`config.mk`:
```
export PLATFORM = sky130hd
export DESIGN_NAME = cache_req_driver_flat
export DESIGN_NICKNAME = d
export VERILOG_FILES = /design/src/rtl/cache_req_driver_pkg.sv /design/src/rtl/cache_req_driver_if.sv /design/src/rtl/cache_req_driver_fifo.sv /design/src/rtl/cache_req_driver.sv /design/src/flat_wrapper.sv
export SDC_FILE = /design/constraint.sdc
export NUM_CORES = 1
export LEC_CHECK = 0
export CORE_ASPECT_RATIO = 1.5
export CORE_MARGIN = 3
export CORE_UTILIZATION = 40
export DETAILED_ROUTE_END_ITERATION = 10
export DONT_BUFFER_PORTS = 1
export MAX_ROUTING_LAYER = met4
export PLACE_DENSITY_LB_ADDON = 0.1
export SLEW_MARGIN = 15
export SYNTH_ARGS = -nofsm -noshare
export SYNTH_HDL_FRONTEND = slang
export SYNTH_SLANG_ARGS = --single-unit
export TNS_END_PERCENT = 1
```
`constraint.sdc`:
```
create_clock -name clock -period 9.64 [get_ports clock]
set_input_delay 2.41 -clock clock [delete_from_list [all_inputs] [get_ports clock]]
set_output_delay 2.41 -clock clock [all_outputs]
set_load 0.005 [all_outputs]
```
`src/rtl/cache_req_driver_pkg.sv`:
```
// Shared types and constants for the cache request driver and its benches.
package cache_pkg;

  typedef enum logic [1:0] {
    IDLE  = 2'd0,
    ISSUE = 2'd1,
    GAP   = 2'd2
  } drvState_t;

  localparam int WRITE_AROUND  = 0;
  localparam int WRITE_THROUGH = 1;
  localparam int WRITE_BACK    = 2;

  // Width of a counter that must reach maxVal inclusive; never narrower than 1 bit.
  function automatic int ctrWidth(input int maxVal);
    return (maxVal < 1) ? 1 : $clog2(maxVal + 1);
  endfunction

endpackage

```
`src/rtl/cache_req_driver_if.sv`:
```
// Request/response port plus the cache up-port signals driven by cache_req_driver.
interface cache_req_driver_if #(
  parameter int ADDR_LENGTH = 11,
  parameter int DATA_WIDTH  = 32,
  parameter int LAT_W       = 8
);
  logic                   reqValid;
  logic                   reqReady;
  logic [ADDR_LENGTH-1:0] reqAddr;
  logic                   reqWrite;
  logic [DATA_WIDTH-1:0]  reqData;

  logic                   rspValid;
  logic [DATA_WIDTH-1:0]  rspData;
  logic                   rspWrite;
  logic                   rspTimeout;
  logic [LAT_W-1:0]       rspLatency;

  logic [ADDR_LENGTH-1:0] addrOut;
  logic [DATA_WIDTH-1:0]  dataOut;
  logic                   enableOut;
  logic                   writeOut;
  logic [DATA_WIDTH-1:0]  dataIn;
  logic                   fetchComplete;
  logic                   writeComplete;
  logic                   busy;

  modport master (
    input  reqValid, reqAddr, reqWrite, reqData, dataIn, fetchComplete, writeComplete,
    output reqReady, rspValid, rspData, rspWrite, rspTimeout, rspLatency,
           addrOut, dataOut, enableOut, writeOut, busy
  );

  modport slave (
    output reqValid, reqAddr, reqWrite, reqData, dataIn, fetchComplete, writeComplete,
    input  reqReady, rspValid, rspData, rspWrite, rspTimeout, rspLatency,
           addrOut, dataOut, enableOut, writeOut, busy
  );
endinterface

```
`src/rtl/cache_req_driver_fifo.sv`:
```
// Small request FIFO: registered count drives full/empty, head is read combinationally.
module req_fifo #(
  parameter int WIDTH = 8,
  parameter int DEPTH = 4,
  localparam int PTR_W = $clog2(DEPTH),
  localparam int CNT_W = $clog2(DEPTH + 1)
) (
  input  logic             clock,
  input  logic             reset,
  input  logic             pushValid,
  input  logic [WIDTH-1:0] pushData,
  input  logic             popEn,
  output logic [WIDTH-1:0] popData,
  output logic             full,
  output logic             empty,
  output logic [CNT_W-1:0] count
);
  logic [WIDTH-1:0] mem [DEPTH];
  logic [PTR_W-1:0] wrPtrReg;
  logic [PTR_W-1:0] rdPtrReg;
  logic [CNT_W-1:0] countReg;
  logic             doPush;
  logic             doPop;

  assign full    = (countReg == CNT_W'(DEPTH));
  assign empty   = (countReg == '0);
  assign count   = countReg;
  assign doPush  = pushValid && !full;
  assign doPop   = popEn && !empty;
  assign popData = mem[rdPtrReg];

  // Storage is left unreset so it maps onto plain distributed RAM.
  always_ff @(posedge clock) begin
    if (doPush) mem[wrPtrReg] <= pushData;
  end

  always_ff @(posedge clock or posedge reset) begin
    if (reset) begin
      wrPtrReg <= '0;
      rdPtrReg <= '0;
      countReg <= '0;
    end else begin
      if (doPush) wrPtrReg <= wrPtrReg + PTR_W'(1);
      if (doPop)  rdPtrReg <= rdPtrReg + PTR_W'(1);
      case ({doPush, doPop})
        2'b10:   countReg <= countReg + CNT_W'(1);
        2'b01:   countReg <= countReg - CNT_W'(1);
        default: countReg <= countReg;
      endcase
    end
  end
endmodule

```
`src/rtl/cache_req_driver.sv`:
```
// Queues requests and issues them one at a time to the cache using its level-held
// enable protocol, returning a one-cycle response pulse with data, latency and timeout.
module cache_req_driver
  import cache_pkg::*;
#(
  parameter int ADDR_LENGTH = 11,
  parameter int DATA_WIDTH  = 32,
  parameter int FIFO_DEPTH  = 4,
  parameter int TIMEOUT     = 255,
  parameter int IDLE_GAP    = 2,
  localparam int LAT_W = $clog2(TIMEOUT + 1)
) (
  input logic                clock,
  input logic                reset,
  cache_req_driver_if.master bus
);
  localparam int ENTRY_W = ADDR_LENGTH + DATA_WIDTH + 1;
  localparam int GAP_W   = ctrWidth(IDLE_GAP);
  localparam int CNT_W   = $clog2(FIFO_DEPTH + 1);

  drvState_t              stateReg, stateNext;
  logic [ENTRY_W-1:0]     headEntry;
  logic                   headWrite;
  logic [ADDR_LENGTH-1:0] headAddr;
  logic [DATA_WIDTH-1:0]  headData;
  logic                   fifoFull, fifoEmpty;
  logic [CNT_W-1:0]       fifoCount;
  logic                   doPop, doFinish, doAbort, done;

  logic [ADDR_LENGTH-1:0] addrReg;
  logic [DATA_WIDTH-1:0]  dataReg;
  logic                   enableReg, writeReg;
  logic [LAT_W-1:0]       cntReg;
  logic [GAP_W-1:0]       gapCntReg;
  logic                   rspValidReg, rspWriteReg, rspTimeoutReg;
  logic [DATA_WIDTH-1:0]  rspDataReg;
  logic [LAT_W-1:0]       rspLatencyReg;

  req_fifo #(.WIDTH(ENTRY_W), .DEPTH(FIFO_DEPTH)) reqQueue (
    .clock    (clock),
    .reset    (reset),
    .pushValid(bus.reqValid),
    .pushData ({bus.reqWrite, bus.reqAddr, bus.reqData}),
    .popEn    (doPop),
    .popData  (headEntry),
    .full     (fifoFull),
    .empty    (fifoEmpty),
    .count    (fifoCount)
  );

  assign {headWrite, headAddr, headData} = headEntry;
  assign done = bus.fetchComplete | bus.writeComplete;

  always_ff @(posedge clock or posedge reset) begin
    if (reset) stateReg <= IDLE;
    else       stateReg <= stateNext;
  end

  // A completion on the last allowed cycle wins over the timeout abort.
  always_comb begin
    stateNext = stateReg;
    doPop     = 1'b0;
    doFinish  = 1'b0;
    doAbort   = 1'b0;
    unique case (stateReg)
      IDLE: if (!fifoEmpty) begin
        doPop     = 1'b1;
        stateNext = ISSUE;
      end
      ISSUE: if (done) begin
        doFinish  = 1'b1;
        stateNext = GAP;
      end else if (cntReg == LAT_W'(TIMEOUT - 1)) begin
        doAbort   = 1'b1;
        stateNext = GAP;
      end
      GAP: if (gapCntReg == GAP_W'(IDLE_GAP - 1)) stateNext = IDLE;
      default: stateNext = IDLE;
    endcase
  end

  always_ff @(posedge clock or posedge reset) begin
    if (reset) begin
      addrReg       <= '0;
      dataReg       <= '0;
      enableReg     <= 1'b0;
      writeReg      <= 1'b0;
      cntReg        <= '0;
      gapCntReg     <= '0;
      rspValidReg   <= 1'b0;
      rspWriteReg   <= 1'b0;
      rspTimeoutReg <= 1'b0;
      rspDataReg    <= '0;
      rspLatencyReg <= '0;
    end else begin
      rspValidReg <= 1'b0;
      gapCntReg   <= (stateReg == GAP) ? gapCntReg + GAP_W'(1) : '0;
      if (doPop) begin
        addrReg   <= headAddr;
        dataReg   <= headData;
        writeReg  <= headWrite;
        enableReg <= 1'b1;
        cntReg    <= '0;
      end else if (doFinish) begin
        rspValidReg   <= 1'b1;
        rspDataReg    <= writeReg ? '0 : bus.dataIn;
        rspLatencyReg <= cntReg + LAT_W'(1);
        rspTimeoutReg <= 1'b0;
        rspWriteReg   <= writeReg;
        enableReg     <= 1'b0;
        writeReg      <= 1'b0;
      end else if (doAbort) begin
        rspValidReg   <= 1'b1;
        rspDataReg    <= '0;
        rspLatencyReg <= LAT_W'(TIMEOUT);
        rspTimeoutReg <= 1'b1;
        rspWriteReg   <= writeReg;
        enableReg     <= 1'b0;
        writeReg      <= 1'b0;
      end else if (stateReg == ISSUE && cntReg != LAT_W'(TIMEOUT)) begin
        cntReg <= cntReg + LAT_W'(1);
      end
    end
  end

  assign bus.reqReady   = !fifoFull;
  assign bus.busy       = (stateReg != IDLE) || (fifoCount != '0);
  assign bus.addrOut    = addrReg;
  assign bus.dataOut    = dataReg;
  assign bus.enableOut  = enableReg;
  assign bus.writeOut   = writeReg;
  assign bus.rspValid   = rspValidReg;
  assign bus.rspData    = rspDataReg;
  assign bus.rspWrite   = rspWriteReg;
  assign bus.rspTimeout = rspTimeoutReg;
  assign bus.rspLatency = rspLatencyReg;
endmodule
```
`src/flat_wrapper.sv`:
```
// flat-port wrapper written by rule: the top's interface ports become plain ports
module cache_req_driver_flat import cache_pkg::*;
#(
  parameter int ADDR_LENGTH = 11,
  parameter int DATA_WIDTH  = 32,
  parameter int FIFO_DEPTH  = 4,
  parameter int TIMEOUT     = 255,
  parameter int IDLE_GAP    = 2,
  localparam int LAT_W = $clog2(TIMEOUT + 1)
)
  (clock, reset, bus_reqValid, bus_reqAddr, bus_reqWrite, bus_reqData, bus_dataIn, bus_fetchComplete, bus_writeComplete, bus_reqReady, bus_rspValid, bus_rspData, bus_rspWrite, bus_rspTimeout, bus_rspLatency, bus_addrOut, bus_dataOut, bus_enableOut, bus_writeOut, bus_busy);
  cache_req_driver_if #(.ADDR_LENGTH(ADDR_LENGTH), .DATA_WIDTH(DATA_WIDTH)) bus_i ();
  input logic clock;
  input logic reset;
  input wire logic [$bits(bus_i.reqValid)-1:0] bus_reqValid;
  input wire logic [$bits(bus_i.reqAddr)-1:0] bus_reqAddr;
  input wire logic [$bits(bus_i.reqWrite)-1:0] bus_reqWrite;
  input wire logic [$bits(bus_i.reqData)-1:0] bus_reqData;
  input wire logic [$bits(bus_i.dataIn)-1:0] bus_dataIn;
  input wire logic [$bits(bus_i.fetchComplete)-1:0] bus_fetchComplete;
  input wire logic [$bits(bus_i.writeComplete)-1:0] bus_writeComplete;
  output wire logic [$bits(bus_i.reqReady)-1:0] bus_reqReady;
  output wire logic [$bits(bus_i.rspValid)-1:0] bus_rspValid;
  output wire logic [$bits(bus_i.rspData)-1:0] bus_rspData;
  output wire logic [$bits(bus_i.rspWrite)-1:0] bus_rspWrite;
  output wire logic [$bits(bus_i.rspTimeout)-1:0] bus_rspTimeout;
  output wire logic [$bits(bus_i.rspLatency)-1:0] bus_rspLatency;
  output wire logic [$bits(bus_i.addrOut)-1:0] bus_addrOut;
  output wire logic [$bits(bus_i.dataOut)-1:0] bus_dataOut;
  output wire logic [$bits(bus_i.enableOut)-1:0] bus_enableOut;
  output wire logic [$bits(bus_i.writeOut)-1:0] bus_writeOut;
  output wire logic [$bits(bus_i.busy)-1:0] bus_busy;
  assign bus_i.reqValid = bus_reqValid;
  assign bus_i.reqAddr = bus_reqAddr;
  assign bus_i.reqWrite = bus_reqWrite;
  assign bus_i.reqData = bus_reqData;
  assign bus_i.dataIn = bus_dataIn;
  assign bus_i.fetchComplete = bus_fetchComplete;
  assign bus_i.writeComplete = bus_writeComplete;
  assign bus_reqReady = bus_i.reqReady;
  assign bus_rspValid = bus_i.rspValid;
  assign bus_rspData = bus_i.rspData;
  assign bus_rspWrite = bus_i.rspWrite;
  assign bus_rspTimeout = bus_i.rspTimeout;
  assign bus_rspLatency = bus_i.rspLatency;
  assign bus_addrOut = bus_i.addrOut;
  assign bus_dataOut = bus_i.dataOut;
  assign bus_enableOut = bus_i.enableOut;
  assign bus_writeOut = bus_i.writeOut;
  assign bus_busy = bus_i.busy;
  cache_req_driver #(.ADDR_LENGTH(ADDR_LENGTH), .DATA_WIDTH(DATA_WIDTH), .FIFO_DEPTH(FIFO_DEPTH), .TIMEOUT(TIMEOUT), .IDLE_GAP(IDLE_GAP)) u_core (.clock(clock), .reset(reset), .bus(bus_i));
endmodule
```
==> run summary, run 1 <==
=================================================================================
Sum of routed wire length over all layers                                21800 um
Multi-input combinational cell area                                     2460 um^2
Post-CTS sizing                                                                 0
Worst VDD drop                                                             171 uV
Largest net degree at the start of global routing                              69
Post-Synthesis Cell Area                                               10600 um^2
Most common cell in the netlist                                      sky130_fd_sc_hd__edfxtp_1
Storage cell area                                                       7970 um^2
Result of the run                                                    finished clean
Max Clock Freq                                                            267 MHz
Ports placed on the boundary                                                  171
H-tree level count                                                              1
TritonCTS clock tree                                                        built
Min Tclk post-route                                                       3.75 ns
DR vias                                                                      5172
Number of warnings reported in the yosys synthesis log                          0
Area growth from synthesis to layout                                        11.7%
Avg WL per Cell                                                           22.2 um
Endpoints failing setup                                                         0
Number of clock sinks seen by CTS                                             283
Switching Power                                                           1.22 mW
Height of the die                                                          206 um
Number of hold-slack violations in the final timing report                      0
Number of buffers added by the clock tree synthesis step                       27
Library cell occupying the most area in the post-synthesis netlist   sky130_fd_sc_hd__edfxtp_1
EDFF count, synth                                                             176
Clk pin slew, worst setup/hold paths                                      0.06 ns
Final-layout setup total negative slack                                      0 ns
Worst Tran Pin Value                                                      1.04 ns
Nature of the critical path endpoint                                 primary output
Logic gate share of total power                                             23.4%
Standby leakage power                                                     4.54 nW
Initial core utilization                                                    40.9%
Startpoint type of the worst setup path                                 flip-flop
Final core area utilization                                                 45.7%
First-pass iteration count of the detailed router                               4
Number of register bits inferred by synthesis                                 283
Required time at the endpoint of the critical path                        7.23 ns
Number of standard cells after synthesis                                      623
Final net count                                                               721
Area share of the leading cell type in the synthesized netlist              49.7%
Synthesized net count                                                         713
Average cell area after synthesis                                       17.1 um^2
Synth top area cells                                                 sky130_fd_sc_hd__edfxtp_1, sky130_fd_sc_hd__dfrtp_1, sky130_fd_sc_hd__mux4_2, sky130_fd_sc_hd__nand2_1, sky130_fd_sc_hd__a22o_2
Placement Cell Area                                                    11000 um^2
Number of global-route vias before repair                                    5673
Fraction of layout instances using a drive strength above 1                 21.0%
Global-route wire length before repair                                   33500 um
Clock network latency to the later pin of the worst-skew pair             0.54 ns
Core Footprint                                                         26000 um^2
Final critical-path setup slack                                           5.89 ns
Overall Global Routing Usage                                                15.7%
Post-CTS Repair Setup Buffers                                                   0
Setup repair after global routing missed its margin                            no
Share of async-settable or async-resettable flops after synthesis           37.8%
Critical path class                                                  flip-flop to primary output
Synth top cells by count                                             sky130_fd_sc_hd__edfxtp_1, sky130_fd_sc_hd__nand2_1, sky130_fd_sc_hd__dfrtp_1
Overall Power                                                             3.95 mW
Clock tree root driver cell                                          sky130_fd_sc_hd__clkbuf_16
Drt first-iter violations                                                     169
Number of slew-limit violations in the final report                             0
Total overflow reported by the global router                                    0
Number of max-cap violations                                                    0
Power Dens Cells                                                      332 nW/um^2
Number of unique standard cell types used by synthesis                         47
Path class of the lowest-slack min-delay path                        flip-flop to flip-flop
Layout fillers                                                               2271
Initial antenna violation count                                                 0
Sequential share of power                                                   49.2%
Part of the power in the clock network                                      27.4%
Maximum fanout count along the critical path                                    3
Residual DRC count                                                              0
Top FF cell, synth                                                   sky130_fd_sc_hd__edfxtp_1
Fraction of power spent switching nets                                      30.8%
Internal                                                                  2.73 mW
Worst setup skew after layout                                           0.0139 ns
Final period util                                                           38.9%
Die Area                                                               28600 um^2
Gpl congestion                                                              0.772
Final design area excluding fillers                                    11900 um^2
Worst-case setup slack after placement                                    5.74 ns
Residual antenna-violating net count after detailed routing                     0
Number of input and output port buffers inserted                                0
Cell row count                                                                 72
Die width                                                                  139 um
Data arrival at the endpoint of the critical path                         1.34 ns
Post-CTS Hold Buffers                                                           0
Max Root-Sink Buffers                                                           3
Fraction of the yosys area taken by sequential cells                        74.8%
Number of vias per cell                                                      5.26
DP Wirelength                                                            12800 um
Headroom to the max-slew limit                                              30.6%
Final antenna diode count                                                       0
=================================================================================
[power by group through the flow]
stage	Clock, mW	Combinational [mW]	Sequential (mW)
finish	1.08	0.926	1.94
global route	1.17	1.04	2.00
detailed placement	0	0.954	1.98
global placement	0	0.928	1.97
CTS	1.12	0.957	1.96
floorplan	0	0.822	1.82
[cell families after synthesis]
group / share of synthesized area [%]
flops: 74.8
buf+inv: 2.15
fa+ha+maj: 1.13
xor+xnor: 0.823
simple gates: 6.49
mux: 9.71
compound gates: 4.87
[layout by cell type, fill, tap and decap left out, types with 3 or more instances in the layout]
master / synthesis / final
sky130_fd_sc_hd__clkinv_2: 0 / 7
sky130_fd_sc_hd__clkbuf_1: 7 / 4
sky130_fd_sc_hd__a22o_1: 8 / 8
sky130_fd_sc_hd__nor2b_1: 3 / 3
sky130_fd_sc_hd__xnor2_1: 8 / 8
sky130_fd_sc_hd__mux4_2: 44 / 44
sky130_fd_sc_hd__buf_4: 5 / 7
sky130_fd_sc_hd__nor2_1: 7 / 6
sky130_fd_sc_hd__edfxtp_1: 176 / 176
sky130_fd_sc_hd__nand3_1: 5 / 5
sky130_fd_sc_hd__and3_2: 0 / 4
sky130_fd_sc_hd__bufinv_16: 0 / 3
sky130_fd_sc_hd__dfrtp_1: 107 / 105
sky130_fd_sc_hd__ha_1: 8 / 8
sky130_fd_sc_hd__nand2_1: 137 / 137
sky130_fd_sc_hd__inv_1: 17 / 15
sky130_fd_sc_hd__a22o_2: 24 / 24
sky130_fd_sc_hd__clkbuf_16: 0 / 29
sky130_fd_sc_hd__o22ai_1: 4 / 4
sky130_fd_sc_hd__a2bb2oi_1: 6 / 6
sky130_fd_sc_hd__o21ai_0: 4 / 4
[state kept, by name, summed over array words and instances, names as in the netlist, 3 cells and up]
name / flops
u_core.bus.dataOut: 32
u_core.bus.rspData: 32
u_core.bus.rspLatency: 8
u_core.reqQueue.mem: 176
u_core.cntReg: 8
u_core.bus.addrOut: 11
u_core.reqQueue.count: 3
[area by class of cell]
type,instances,share of cell area [%]
Multi-Input combinational cell,294,20.7
Timing Repair Buffer,7,0.442
Clock buffer,37,6.59
Sequential cell,283,67.0
Tap cell,333,3.50
Clock inverter,12,1.12
Inverter,18,0.589
[metrics by stage]
step | hold WS [ns] | std cells
finish | 0.448 | 984
global route | 0.469 | 984
floorplan | 0.410 | 623
global placement | 0.420 | 935
detailed placement | 0.438 | 935
CTS | 0.446 | 984
[path summary, 6_finish.rpt]
| check | start | endpoint | slack [ns] | depth (start not counted) |
|---|---|---|---|---|
| min in group asynchronous | reset | u_core.bus.rspData[15] | 1.81 | 1 |
| max reg2reg | u_core.reqQueue.count[2] | u_core.reqQueue.count[2] | 6.94 | 9 |
| min | u_core.gapCntReg[0] | u_core.gapCntReg[0] | 0.45 | 1 |
| min reg2reg | u_core.gapCntReg[0] | u_core.gapCntReg[0] | 0.45 | 1 |
| max | u_core.reqQueue.count[0] | bus_busy | 5.89 | 2 |
| max in group asynchronous | reset | u_core.bus.rspData[3] | 6.51 | 2 |
[critical path, stage by stage, from the launching register on]
cell	delay (ns)
sky130_fd_sc_hd__dfrtp_1	0.40
sky130_fd_sc_hd__nor3_1	0.25
sky130_fd_sc_hd__nand2_1	0.15
[per-layer routing]
| metal | track usage (%) | share of wire (%) | vias up |
|---|---|---|---|
| met5 | - | 0 | - |
| met4 | 4.55 | 2.0 | 0 |
| met3 | 4.51 | 7.5 | 31 |
| met2 | 27.8 | 54 | 148 |
| met1 | 17.3 | 37 | 2663 |
| li1 | - | - | 2330 |
Power figures use the tool's default switching activity.
==> run 2: changes to the inputs <==
==> constraint.sdc (replaced) <==
create_clock -name clock -period 3.1 [get_ports clock]
set_input_delay 0.775 -clock clock [delete_from_list [all_inputs] [get_ports clock]]
set_output_delay 0.775 -clock clock [all_outputs]
set_load 0.005 [all_outputs]
==> run 2 against run 1 <==
Clock-buffer cell count is 7 higher. Sequential power grew to 3.0 times the previous value. Clock power grew to 3.2 times the previous value. Via count grew 0.97%. Routed wire length up 1.1%. Flip-flop and latch count did not move. Final area increased by 1.6%. Global-route usage is essentially flat. Largest cell class unchanged. Highest routed layer unchanged.
==> run summary, run 2 (synthesized netlist as in run 1, its figures left out) <==
===============================================================================
Endpoints failing setup                                                       0
Met1 Usage GRT                                                            17.2%
Number of global-route vias before repair                                  5881
Standby leakage power                                                   4.62 nW
Fraction of layout instances using a drive strength above 1               22.1%
Area growth from synthesis to layout                                      13.5%
GR peak layer                                                              met2
Die width                                                                139 um
Leading cell type in the layout, fill and taps excluded            sky130_fd_sc_hd__edfxtp_1
Final antenna diode count                                                     0
Clk pin slew, worst setup/hold paths                                    0.06 ns
Cell type of the slowest stage on the worst timing path            sky130_fd_sc_hd__dfrtp_1
Post-CTS Hold Buffers                                                         0
Worst setup skew after layout                                         0.0110 ns
Max Clock Freq                                                          451 MHz
Number of hold-slack violations in the final timing report                    0
Final design area excluding fillers                                  12100 um^2
Initial core utilization                                                  40.9%
Register with the most flip-flops                                  u_core.reqQueue.mem
Gpl congestion                                                            0.762
Core Footprint                                                       26000 um^2
First-pass iteration count of the detailed router                             4
Height of the die                                                        206 um
Ports placed on the boundary                                                171
Min Tclk post-route                                                     2.22 ns
Number of cells traversed by the worst register-to-register path             10
Headroom to the max-slew limit                                            55.3%
DR vias                                                                    5222
Delay of the slowest cell on the worst path                             0.40 ns
Fin cells                                                                   997
Most used cells in the layout excluding fill and tap cells         sky130_fd_sc_hd__edfxtp_1, sky130_fd_sc_hd__nand2_1, sky130_fd_sc_hd__dfrtp_1
TritonCTS clock tree                                                      built
Clock tree root driver cell                                        sky130_fd_sc_hd__clkbuf_16
Initial antenna violation count                                               0
Final period util                                                         71.5%
Die Area                                                             28600 um^2
Residual DRC count                                                            0
Final net count                                                             732
Number of vias per cell                                                    5.24
Cell row count                                                               72
Number of cells on the critical path                                         10
Dominant delay contributor by cell family on the critical path     simple AND/OR/NAND/NOR gates
Clock network latency to the later pin of the worst-skew pair           0.54 ns
Nature of the critical path endpoint                                  flip-flop
DP Wirelength                                                          13700 um
# placed instances                                                          945
Critical path class                                                flip-flop to flip-flop
Total overflow reported by the global router                                  0
Overall Global Routing Usage                                              15.7%
Data arrival at the endpoint of the critical path                       2.68 ns
Placement Cell Area                                                  11100 um^2
Number of slew-limit violations in the final report                           0
Startpoint type of the worst setup path                               flip-flop
Number of buffers added by the clock tree synthesis step                     28
Drt first-iter violations                                                   242
Result of the run                                                  finished clean
Number of max-cap violations                                                  0
Required time at the endpoint of the critical path                      3.56 ns
Worst Tran Pin Value                                                   0.669 ns
Maximum fanout count along the critical path                                  6
Hold WS                                                                0.143 ns
Path class of the lowest-slack min-delay path                      primary input to asynchronous set/reset pin
Global-route wire length before repair                                 33700 um
Power Dens Cells                                                   1030 nW/um^2
Max reg flops                                                               176
Number of clock sinks seen by CTS                                           283
Met3 global-route usage                                                   4.28%
Worst VDD drop                                                           498 uV
Avg WL per Cell                                                         22.1 um
Number of input and output port buffers inserted                              0
Max Root-Sink Buffers                                                         3
Setup repair after global routing missed its margin                          no
H-tree level count                                                            1
Post-CTS Repair Setup Buffers                                                 0
Most numerous cell on the critical path                            sky130_fd_sc_hd__inv_1
Post-CTS sizing                                                               0
Final-layout setup total negative slack                                    0 ns
Buffers plus inverters on the worst setup path                                3
Met2 Usage GRT                                                            28.0%
Series of cell instances along the critical path                   inv_1, nand3_1, and2_1, inv_1, ha_1, inv_1, fa_1, xor2_1, nor2_1, xor2_1
Sum of routed wire length over all layers                              22100 um
Largest net degree at the start of global routing                            61
Residual antenna-violating net count after detailed routing                   0
===============================================================================
[run 2: changes by cell type in the layout (fill, tap and decap cells not counted)]
cell	before	now
sky130_fd_sc_hd__clkbuf_16	29	31
sky130_fd_sc_hd__clkinv_4	0	2
sky130_fd_sc_hd__clkinv_2	7	3
sky130_fd_sc_hd__clkbuf_8	2	3
sky130_fd_sc_hd__bufinv_16	3	2
sky130_fd_sc_hd__inv_4	1	0
sky130_fd_sc_hd__clkbuf_1	4	8
sky130_fd_sc_hd__nor2_2	0	1
sky130_fd_sc_hd__clkinvlp_4	0	1
sky130_fd_sc_hd__nor2_4	1	0
sky130_fd_sc_hd__buf_12	0	6
sky130_fd_sc_hd__buf_4	7	11
sky130_fd_sc_hd__clkinv_1	2	1
[run 2: cell type report]
cell class | instances | area, um^2
clock buffers | 44 | 862
clock inverters | 8 | 96.3
fillers | 2291 | 14000
inverters | 18 | 71.3
multi-input cells | 294 | 2460
flip-flops and latches | 283 | 7970
well taps | 333 | 417
repair buffers | 17 | 203
[run 2: report_power, final]
| part | internal (mW) | total [mW] | switching, mW |
|---|---|---|---|
| Clock | 2.08 | 3.45 | 1.38 |
| Combinational | 1.41 | 3.15 | 1.73 |
| Sequential | 5.18 | 5.89 | 0.711 |
[run 2: final timing paths]
check                                          from  slack (ns)                   endpoint
hold / removal                                reset        0.14     u_core.bus.dataOut[17]
min in group clock                   bus_reqData[3]        0.32  u_core.reqQueue.mem[1][3]
hold reg to reg                 u_core.gapCntReg[0]        0.43        u_core.gapCntReg[0]
setup / recovery           u_core.reqQueue.count[0]        0.88   u_core.reqQueue.count[2]
setup reg to reg           u_core.reqQueue.count[0]        0.88   u_core.reqQueue.count[2]
max in group asynchronous                     reset        2.26     u_core.bus.dataOut[24]
[run 2: metal layers]
metal | wire length (um) | share of wire [%]
met4 | 440 | 2.0
met2 | 11800 | 53
met3 | 1580 | 7.2
met5 | 0 | 0
met1 | 8270 | 37
[run 2: metrics by stage]
| stage | setup slack, ns | power [mW] | util, % |
|---|---|---|---|
| floorplan | 0.823 | 8.21 | - |
| global placement | 0.970 | 9.15 | 42.7 |
| detailed placement | 0.865 | 9.24 | 42.7 |
| CTS | 0.846 | 12.8 | 46.4 |
| global route | 0.656 | 13.3 | 46.4 |
| finish | 0.882 | 12.5 | 46.4 |
